===== src/rtl/spi_peripheral.sv =====
// rtl/spi_peripheral.sv - SPI write-only register file feeding the PWM stage
// Pins are synchronised into clk; 16-bit frames {w, addr[6:0], data[7:0]} update one register on nCS rise.
module spi_peripheral #(
    parameter int         SYNC_STAGES = 2,
    parameter logic [6:0] MAX_ADDR    = 7'h04
) (
    input  logic       clk,
    input  logic       rst_n,
    input  logic       sCLK,
    input  logic       nCS,
    input  logic       COPI,
    output logic [7:0] en_reg_out_7_0,
    output logic [7:0] en_reg_out_15_8,
    output logic [7:0] en_reg_pwm_7_0,
    output logic [7:0] en_reg_pwm_15_8,
    output logic [7:0] pwm_duty_cycle
);

    typedef enum logic [1:0] {
        IDLE   = 2'd0,
        SHIFT  = 2'd1,
        COMMIT = 2'd2
    } state_t;

    logic [SYNC_STAGES-1:0] sclk_sr;
    logic [SYNC_STAGES-1:0] ncs_sr;
    logic [SYNC_STAGES-1:0] copi_sr;
    logic                   sclk_hist;
    logic                   ncs_hist;

    logic sclk_s;
    logic ncs_s;
    logic copi_s;
    logic sclk_rise;
    logic ncs_fall;
    logic ncs_rise;

    state_t      state;
    logic [15:0] shift_reg;
    logic [4:0]  bit_cnt;
    logic        frame_ok;

    assign sclk_s = sclk_sr[SYNC_STAGES-1];
    assign ncs_s  = ncs_sr[SYNC_STAGES-1];
    assign copi_s = copi_sr[SYNC_STAGES-1];

    assign sclk_rise = sclk_s & ~sclk_hist;
    assign ncs_fall  = ~ncs_s & ncs_hist;
    assign ncs_rise  = ncs_s & ~ncs_hist;

    assign frame_ok = (bit_cnt == 5'd16) && shift_reg[15] && (shift_reg[14:8] <= MAX_ADDR);

    always_ff @(posedge clk or negedge rst_n) begin
        if (!rst_n) begin
            sclk_sr   <= '0;
            ncs_sr    <= '0;
            copi_sr   <= '0;
            sclk_hist <= 1'b0;
            ncs_hist  <= 1'b0;
        end else begin
            sclk_sr   <= {sclk_sr[SYNC_STAGES-2:0], sCLK};
            ncs_sr    <= {ncs_sr[SYNC_STAGES-2:0], nCS};
            copi_sr   <= {copi_sr[SYNC_STAGES-2:0], COPI};
            sclk_hist <= sclk_s;
            ncs_hist  <= ncs_s;
        end
    end

    always_ff @(posedge clk or negedge rst_n) begin
        if (!rst_n) begin
            state           <= IDLE;
            shift_reg       <= '0;
            bit_cnt         <= '0;
            en_reg_out_7_0  <= '0;
            en_reg_out_15_8 <= '0;
            en_reg_pwm_7_0  <= '0;
            en_reg_pwm_15_8 <= '0;
            pwm_duty_cycle  <= '0;
        end else begin
            case (state)
                IDLE: begin
                    if (ncs_fall) begin
                        state     <= SHIFT;
                        shift_reg <= '0;
                        bit_cnt   <= '0;
                    end
                end
                SHIFT: begin
                    // nCS rise wins over a coincident sCLK edge; the master owes us hold time.
                    if (ncs_rise) begin
                        state <= COMMIT;
                    end else if (sclk_rise) begin
                        shift_reg <= {shift_reg[14:0], copi_s};
                        if (bit_cnt != 5'd17) begin
                            bit_cnt <= bit_cnt + 5'd1;
                        end
                    end
                end
                COMMIT: begin
                    if (frame_ok) begin
                        case (shift_reg[14:8])
                            7'h00:   en_reg_out_7_0  <= shift_reg[7:0];
                            7'h01:   en_reg_out_15_8 <= shift_reg[7:0];
                            7'h02:   en_reg_pwm_7_0  <= shift_reg[7:0];
                            7'h03:   en_reg_pwm_15_8 <= shift_reg[7:0];
                            7'h04:   pwm_duty_cycle  <= shift_reg[7:0];
                            default: ;
                        endcase
                    end
                    if (ncs_fall) begin
                        state     <= SHIFT;
                        shift_reg <= '0;
                        bit_cnt   <= '0;
                    end else begin
                        state <= IDLE;
                    end
                end
                default: state <= IDLE;
            endcase
        end
    end

endmodule

===== config.mk =====
export PLATFORM = sky130hd
export DESIGN_NAME = spi_peripheral
export DESIGN_NICKNAME = d
export VERILOG_FILES = /design/src/rtl/spi_peripheral.sv
export SDC_FILE = /design/constraint.sdc
export NUM_CORES = 1
export LEC_CHECK = 0
export ABC_AREA = 1
export CAP_MARGIN = 20
export CORE_ASPECT_RATIO = 1.75
export CORE_MARGIN = 4
export CORE_UTILIZATION = 55
export CTS_BUF_LIST = sky130_fd_sc_hd__clkbuf_8
export DETAILED_ROUTE_END_ITERATION = 8
export PLACE_DENSITY = 0.85
export SYNTH_ARGS = -nofsm -noshare
export SYNTH_HDL_FRONTEND = slang
export SYNTH_SLANG_ARGS = --single-unit

===== constraint.sdc =====
create_clock -name clk -period 2.7 [get_ports clk]
set_input_delay 0.81 -clock clk [delete_from_list [all_inputs] [get_ports clk]]
set_output_delay 0.81 -clock clk [all_outputs]
set_load 0.1 [all_outputs]

# Word-level counts from Yosys, hierarchy flattened
# Cells that the tools add are included.
[op_classes]
add_sub_neg = 1
n_lt_le_gt_ge = 1
eq_ne = 14
muxes = 13
bitwise_logic = 6
n_reduce_logical = 14
[ops]
columns = ["operator", "n"]
rows = [
  ["2-to-1 mux 16 bit", 3],
  ["one-hot mux 16 bit (2 select lines)", 1],
  ["2-to-1 mux 5 bit", 4],
  ["AND reduction 3 bit", 5],
  ["equality test 7 x 2 -> 1 bit, second input constant", 2],
  ["!= test 2 bit, second input constant", 5],
  ["one-hot mux 5 bit (2 select lines)", 1],
  ["equality test 7 x 1 -> 1 bit, second input constant", 1],
  ["equality test 7 x 3 -> 1 bit, second input constant", 1],
  ["<= comparator 7 x 3 -> 1 bit, second input constant", 1],
  ["logical NOT 7 bit", 1],
  ["one-hot mux 2 bit (3 select lines)", 1],
  ["adder 5 x 1 -> 5 bit, second input constant", 1],
  ["equality test 5 bit, second input constant", 1],
  ["!= test 5 bit, second input constant", 1],
  ["AND reduction 5 bit", 1],
  ["2-to-1 mux 2 bit", 2],
  ["AND reduction 4 bit", 1],
  ["bitwise AND 1 bit", 3],
  ["NOT 1 bit", 3],
  ["equality test 2 x 1 -> 1 bit, second input constant", 1],
  ["equality test 2 bit, second input constant", 1],
  ["logical AND 1 bit", 2],
  ["logical NOT 2 bit", 1],
  ["other kinds (5)", 5],
]
[totals]
regBits = 71
input_bits = 5
out_inout_bits = 40
elab_cells = 62

# Depth between registers and ports, before layout
[depth]
ltp_word = 5
depth_mapped = 11
ltp_nobuf = 9

# Worst setup path after synthesis
# OpenSTA, ideal clock, no wires.
[synth_path]
kind = "reg2out"
start = "register en_reg_out_7_0[0]"
end = "output port en_reg_out_7_0[0]"
t_arrival_ns = 0.898
required_time_ns = 1.890
setup_slack_ns = 0.992
path_stages_with_launch = 1
n_path_buf = 0
cell_sequence = "dfrtp_1"
[synth_lines]
columns = ["item", "line_no", "text"]
rows = [
  ["from (decl)", "12", "output logic [7:0] en_reg_out_7_0,"],
  ["from (signal assigned)", "102", "7'h00: en_reg_out_7_0 <= shift_reg[7:0];"],
]
# No word-level cell between the ends.

# Final worst setup path
[layout_path]
start = "register state[0]"
end = "register bit_cnt[2]"
[layout_via]
elab_chain_len = 4
elab_cells_between_ends = 11
cone_classes = "eq/ne (6); mux (1); reduce/logical (4)"
[layout_lines]
columns = ["item", "line_no", "text"]
rows = [
  ["from (decl)", "38", "state_t state;"],
  ["from (signal assigned)", "71", "state <= IDLE;"],
  ["from (signal assigned)", "83", "state <= SHIFT;"],
  ["from (signal assigned)", "91", "state <= COMMIT;"],
  ["equality test 2 bit / logical NOT 2 bit (equally long branches)", "80", "case (state)"],
  ["OR reduction 2 bit (no source line)", "--", ""],
  ["!= test 2 x 1 -> 1 bit (no source line) / nonzero test 2 bit (equally long branches)", "--", ""],
  ["AND reduction 5 bit (no source line)", "--", ""],
  ["to (signal assigned)", "95", "bit_cnt <= bit_cnt + 5'd1;"],
  ["to (decl)", "40", "logic [4:0] bit_cnt;"],
]
# Parallel ways exist; a longest one is shown, timed or not.
# A chain may end at the register's enable or synchronous reset.

==> results.json <==
{
  "fin_crit_sh_pct": 75.1,
  "ys.warnings.count": 0,
  "crit_type": "register to register",
  "min_period_ns": 2.03,
  "num_vias": 2504,
  "grt_pass1_vias": 2389,
  "rsz0062_at_grt": "false",
  "synth.area.top_cells": "dfrtp_1, nand2_1, inv_1",
  "synth-edff-count": 0,
  "dpl.cell_count": 470,
  "hpwl_mm": 4.83,
  "tns_ns": 0,
  "drc": 0,
  "regToRegStartpoint": "state[0]$_DFFE_PN0P_",
  "r2r_slack_ns": 0.67,
  "async_reset_ff_share_pct": 100,
  "cpLargestDelayFamily": "flip-flops",
  "nNetsFinal": 413,
  "grt_max_degree": 39,
  "cts-buffers-inserted": 9,
  "drtPass1Iterations": 5,
  "instances_no_fill": 486,
  "hold_class": "register to register",
  "ys_seq_area_share_pct": 54.4,
  "synth_nets": 366,
  "hold_depth": 0,
  "layout_setup_ws_ns": 0.672,
  "crit_arrival_ns": 2.28,
  "n_antenna_cell": 0,
  "worst_path_most_repeated_cell": "nand2_1",
  "cap_violations": 0,
  "num_io_pins": 45,
  "slew_viol_final": 0,
  "power.density_nw_per_um2": 596,
  "synth.avg_cell_area_um2": 9.11,
  "skew_ns": 0.00882,
  "grt_pass1_wl_mm": 11.2,
  "synth_cell_type_count": 27,
  "grtUsageTotal_pct": 21.0,
  "largest_register_ffs": 16,
  "cts_resized": 0,
  "wl_per_cell_um": 13.7,
  "synth_area_leader_cell": "dfrtp_1",
  "r2r_cells": 9,
  "worstReg2RegEnd": "bit_cnt[2]$_DFFE_PN0P_",
  "crit_path_start_kind": "register",
  "cts_buffer_depth": 2,
  "holdBufCountCts": 0,
  "coreArea_um2": 5680,
  "vias_per_cell": 5.15,
  "critPathRequiredTime_ns": 2.95,
  "synth_cells": 358,
  "netlist.area_leader.share_pct": 54.4,
  "rows": 36,
  "slew_headroom_pct": 48.8,
  "start_util_pct": 57.5,
  "syn_area_um2": 3260,
  "cts_sinks": 71,
  "yosys_most_used_dff": "dfrtp_1",
  "crit_buf_inv": 3,
  "setup_viol": 0,
  "cts_root_buf": "clkbuf_8",
  "crit_path_end_kind": "register",
  "finalHoldViolCount": 0,
  "fmax_ghz": 0.493,
  "area_growth_pct": 17.5,
  "hold_ws_ns": 0.350,
  "worst_slew_pin_slew_ns": 0.768,
  "synth_top_family_by_area": "simple AND/OR/NAND/NOR gates",
  "gp_congestion": 0.863,
  "critical-path-slowest-cell": "dfrtp_1",
  "insertion_delay_ns": 0.36,
  "slowest_delay_ns": 0.79,
  "die_h_um": 110,
  "hold-path-endpoint": "copi_sr[1]$_DFF_PN0_",
  "synthAdderAreaFrac_pct": 1.15,
  "path_max_fanout": 30,
  "cts_tree": "done",
  "post-place-ws_ns": 0.701,
  "path_clk_slew_ns": 0.07,
  "synth_compound_area_share_pct": 4.14,
  "final_antenna_net_count": 0,
  "grt_overflow": 0,
  "ir_drop_mv": 0.444,
  "die_w_um": 66.2,
  "antenna_found_initial": 0,
  "outcome": "complete, no violations",
  "muxShareOfSynthArea_pct": 0,
  "crit_chain": "inv_4 > nor2_4 > inv_2 > nand2_1 > nand3_2 > inv_2 > nand2_4 > nand2_1 > nand2_1",
  "synth-simple-area-share_pct": 29.8,
  "ys_seq_elements": 71,
  "h-tree-depth": 3,
  "p_leak_nw": 2.10,
  "numPortBuffers": 44,
  "drt_iter0_markers": 201,
  "drive_above_1_share_pct": 21.5,
  "die_area_um2": 7280,
  "min_from": "copi_sr[0]$_DFF_PN0_",
  "synth_xor_area_share_pct": 0.537,
  "wl_mm": 6.68,
  "post-cts-setup-buffer-count": 0
}
cell families (layout without fill, tap and decap cells):
logic type      after synthesis  count (layout)
fa+ha+maj                     3               3
compound gates               27              27
buf+inv                      69             121
xor+xnor                      2               2
flops                        71              71
simple gates                186             186
worst max path at each step:
stage	from	to	slack [ns]	cells past startpoint
floorplan	en_reg_out_7_0[0]$_DFFE_PN0P_	en_reg_out_7_0[0]	0.99	0
global placement	state[0]$_DFFE_PN0P_	bit_cnt[4]$_DFFE_PN0P_	0.83	9
detailed placement	state[0]$_DFFE_PN0P_	bit_cnt[2]$_DFFE_PN0P_	0.70	9
CTS	state[0]$_DFFE_PN0P_	bit_cnt[2]$_DFFE_PN0P_	0.69	9
global route	state[0]$_DFFE_PN0P_	bit_cnt[2]$_DFFE_PN0P_	0.43	9
finish	state[0]$_DFFE_PN0P_	bit_cnt[2]$_DFFE_PN0P_	0.67	9
per-layer routing:
layer	track usage, %	part of all wire [%]
met5	0	0
met4	16.3	6.3
met3	6.03	5.1
met2	34.1	52
met1	22.4	36
cells in the mapped netlist, types with 2 or more instances:
library cell	number
nand3_1	39
dfrtp_1	71
nand2_1	98
nor2_2	6
inv_2	4
nand3_2	3
inv_1	53
nand2_2	2
buf_6	6
nor2_8	2
nand4_4	3
o21ai_0	26
nand2_4	3
ha_1	3
nand4_1	17
xor2_1	2
nor2_1	7
nor2_4	4
stage by stage:
| step | utilization, % | cell area (um^2) | power (mW) |
|---|---|---|---|
| floorplan | - | 3260 | 1.35 |
| global placement | 63.8 | 3620 | 1.39 |
| detailed placement | 63.8 | 3620 | 1.40 |
| CTS | 67.6 | 3830 | 2.30 |
| global route | 67.6 | 3830 | 2.40 |
| finish | 67.6 | 3830 | 2.29 |
where the power goes:
part	switching (mW)	internal [mW]	leakage, nW
logic	0.149	0.0608	1.02
clock network	0.392	0.513	0.106
registers	0.0690	1.10	0.969
total	0.610	1.68	2.10
cells in the final DEF, fill, tap and decap left out, types with 2 or more instances in the layout:
| cell | Yosys | layout |
|---|---|---|
| nand2_1 | 98 | 98 |
| dfrtp_1 | 71 | 71 |
| inv_1 | 53 | 54 |
| buf_4 | 1 | 41 |
| nand3_1 | 39 | 39 |
| o21ai_0 | 26 | 26 |
| nand4_1 | 17 | 17 |
| clkbuf_8 | 0 | 9 |
| nor2_1 | 7 | 7 |
| nor2_2 | 6 | 6 |
| inv_2 | 4 | 4 |
| nor2_4 | 4 | 4 |
| nand3_2 | 3 | 3 |
| clkinv_2 | 1 | 3 |
| nand4_4 | 3 | 3 |
| nand2_4 | 3 | 3 |
| ha_1 | 3 | 3 |
| clkdlybuf4s50_1 | 0 | 3 |
| nand2_2 | 2 | 2 |
| nor2_8 | 2 | 2 |
| xor2_1 | 2 | 2 |
| clkinvlp_4 | 0 | 2 |
| bufinv_16 | 0 | 2 |
area by class of cell:
type | instances | area [um^2]
inverter | 59 | 225
tap | 76 | 95.1
multi-input combinational | 218 | 1160
timing repair buffer | 46 | 363
clock buffer | 9 | 124
clock inverter | 7 | 88.8
fill | 475 | 1840
sequential | 71 | 1780
No activity file was read; power rests on OpenSTA's default activity.
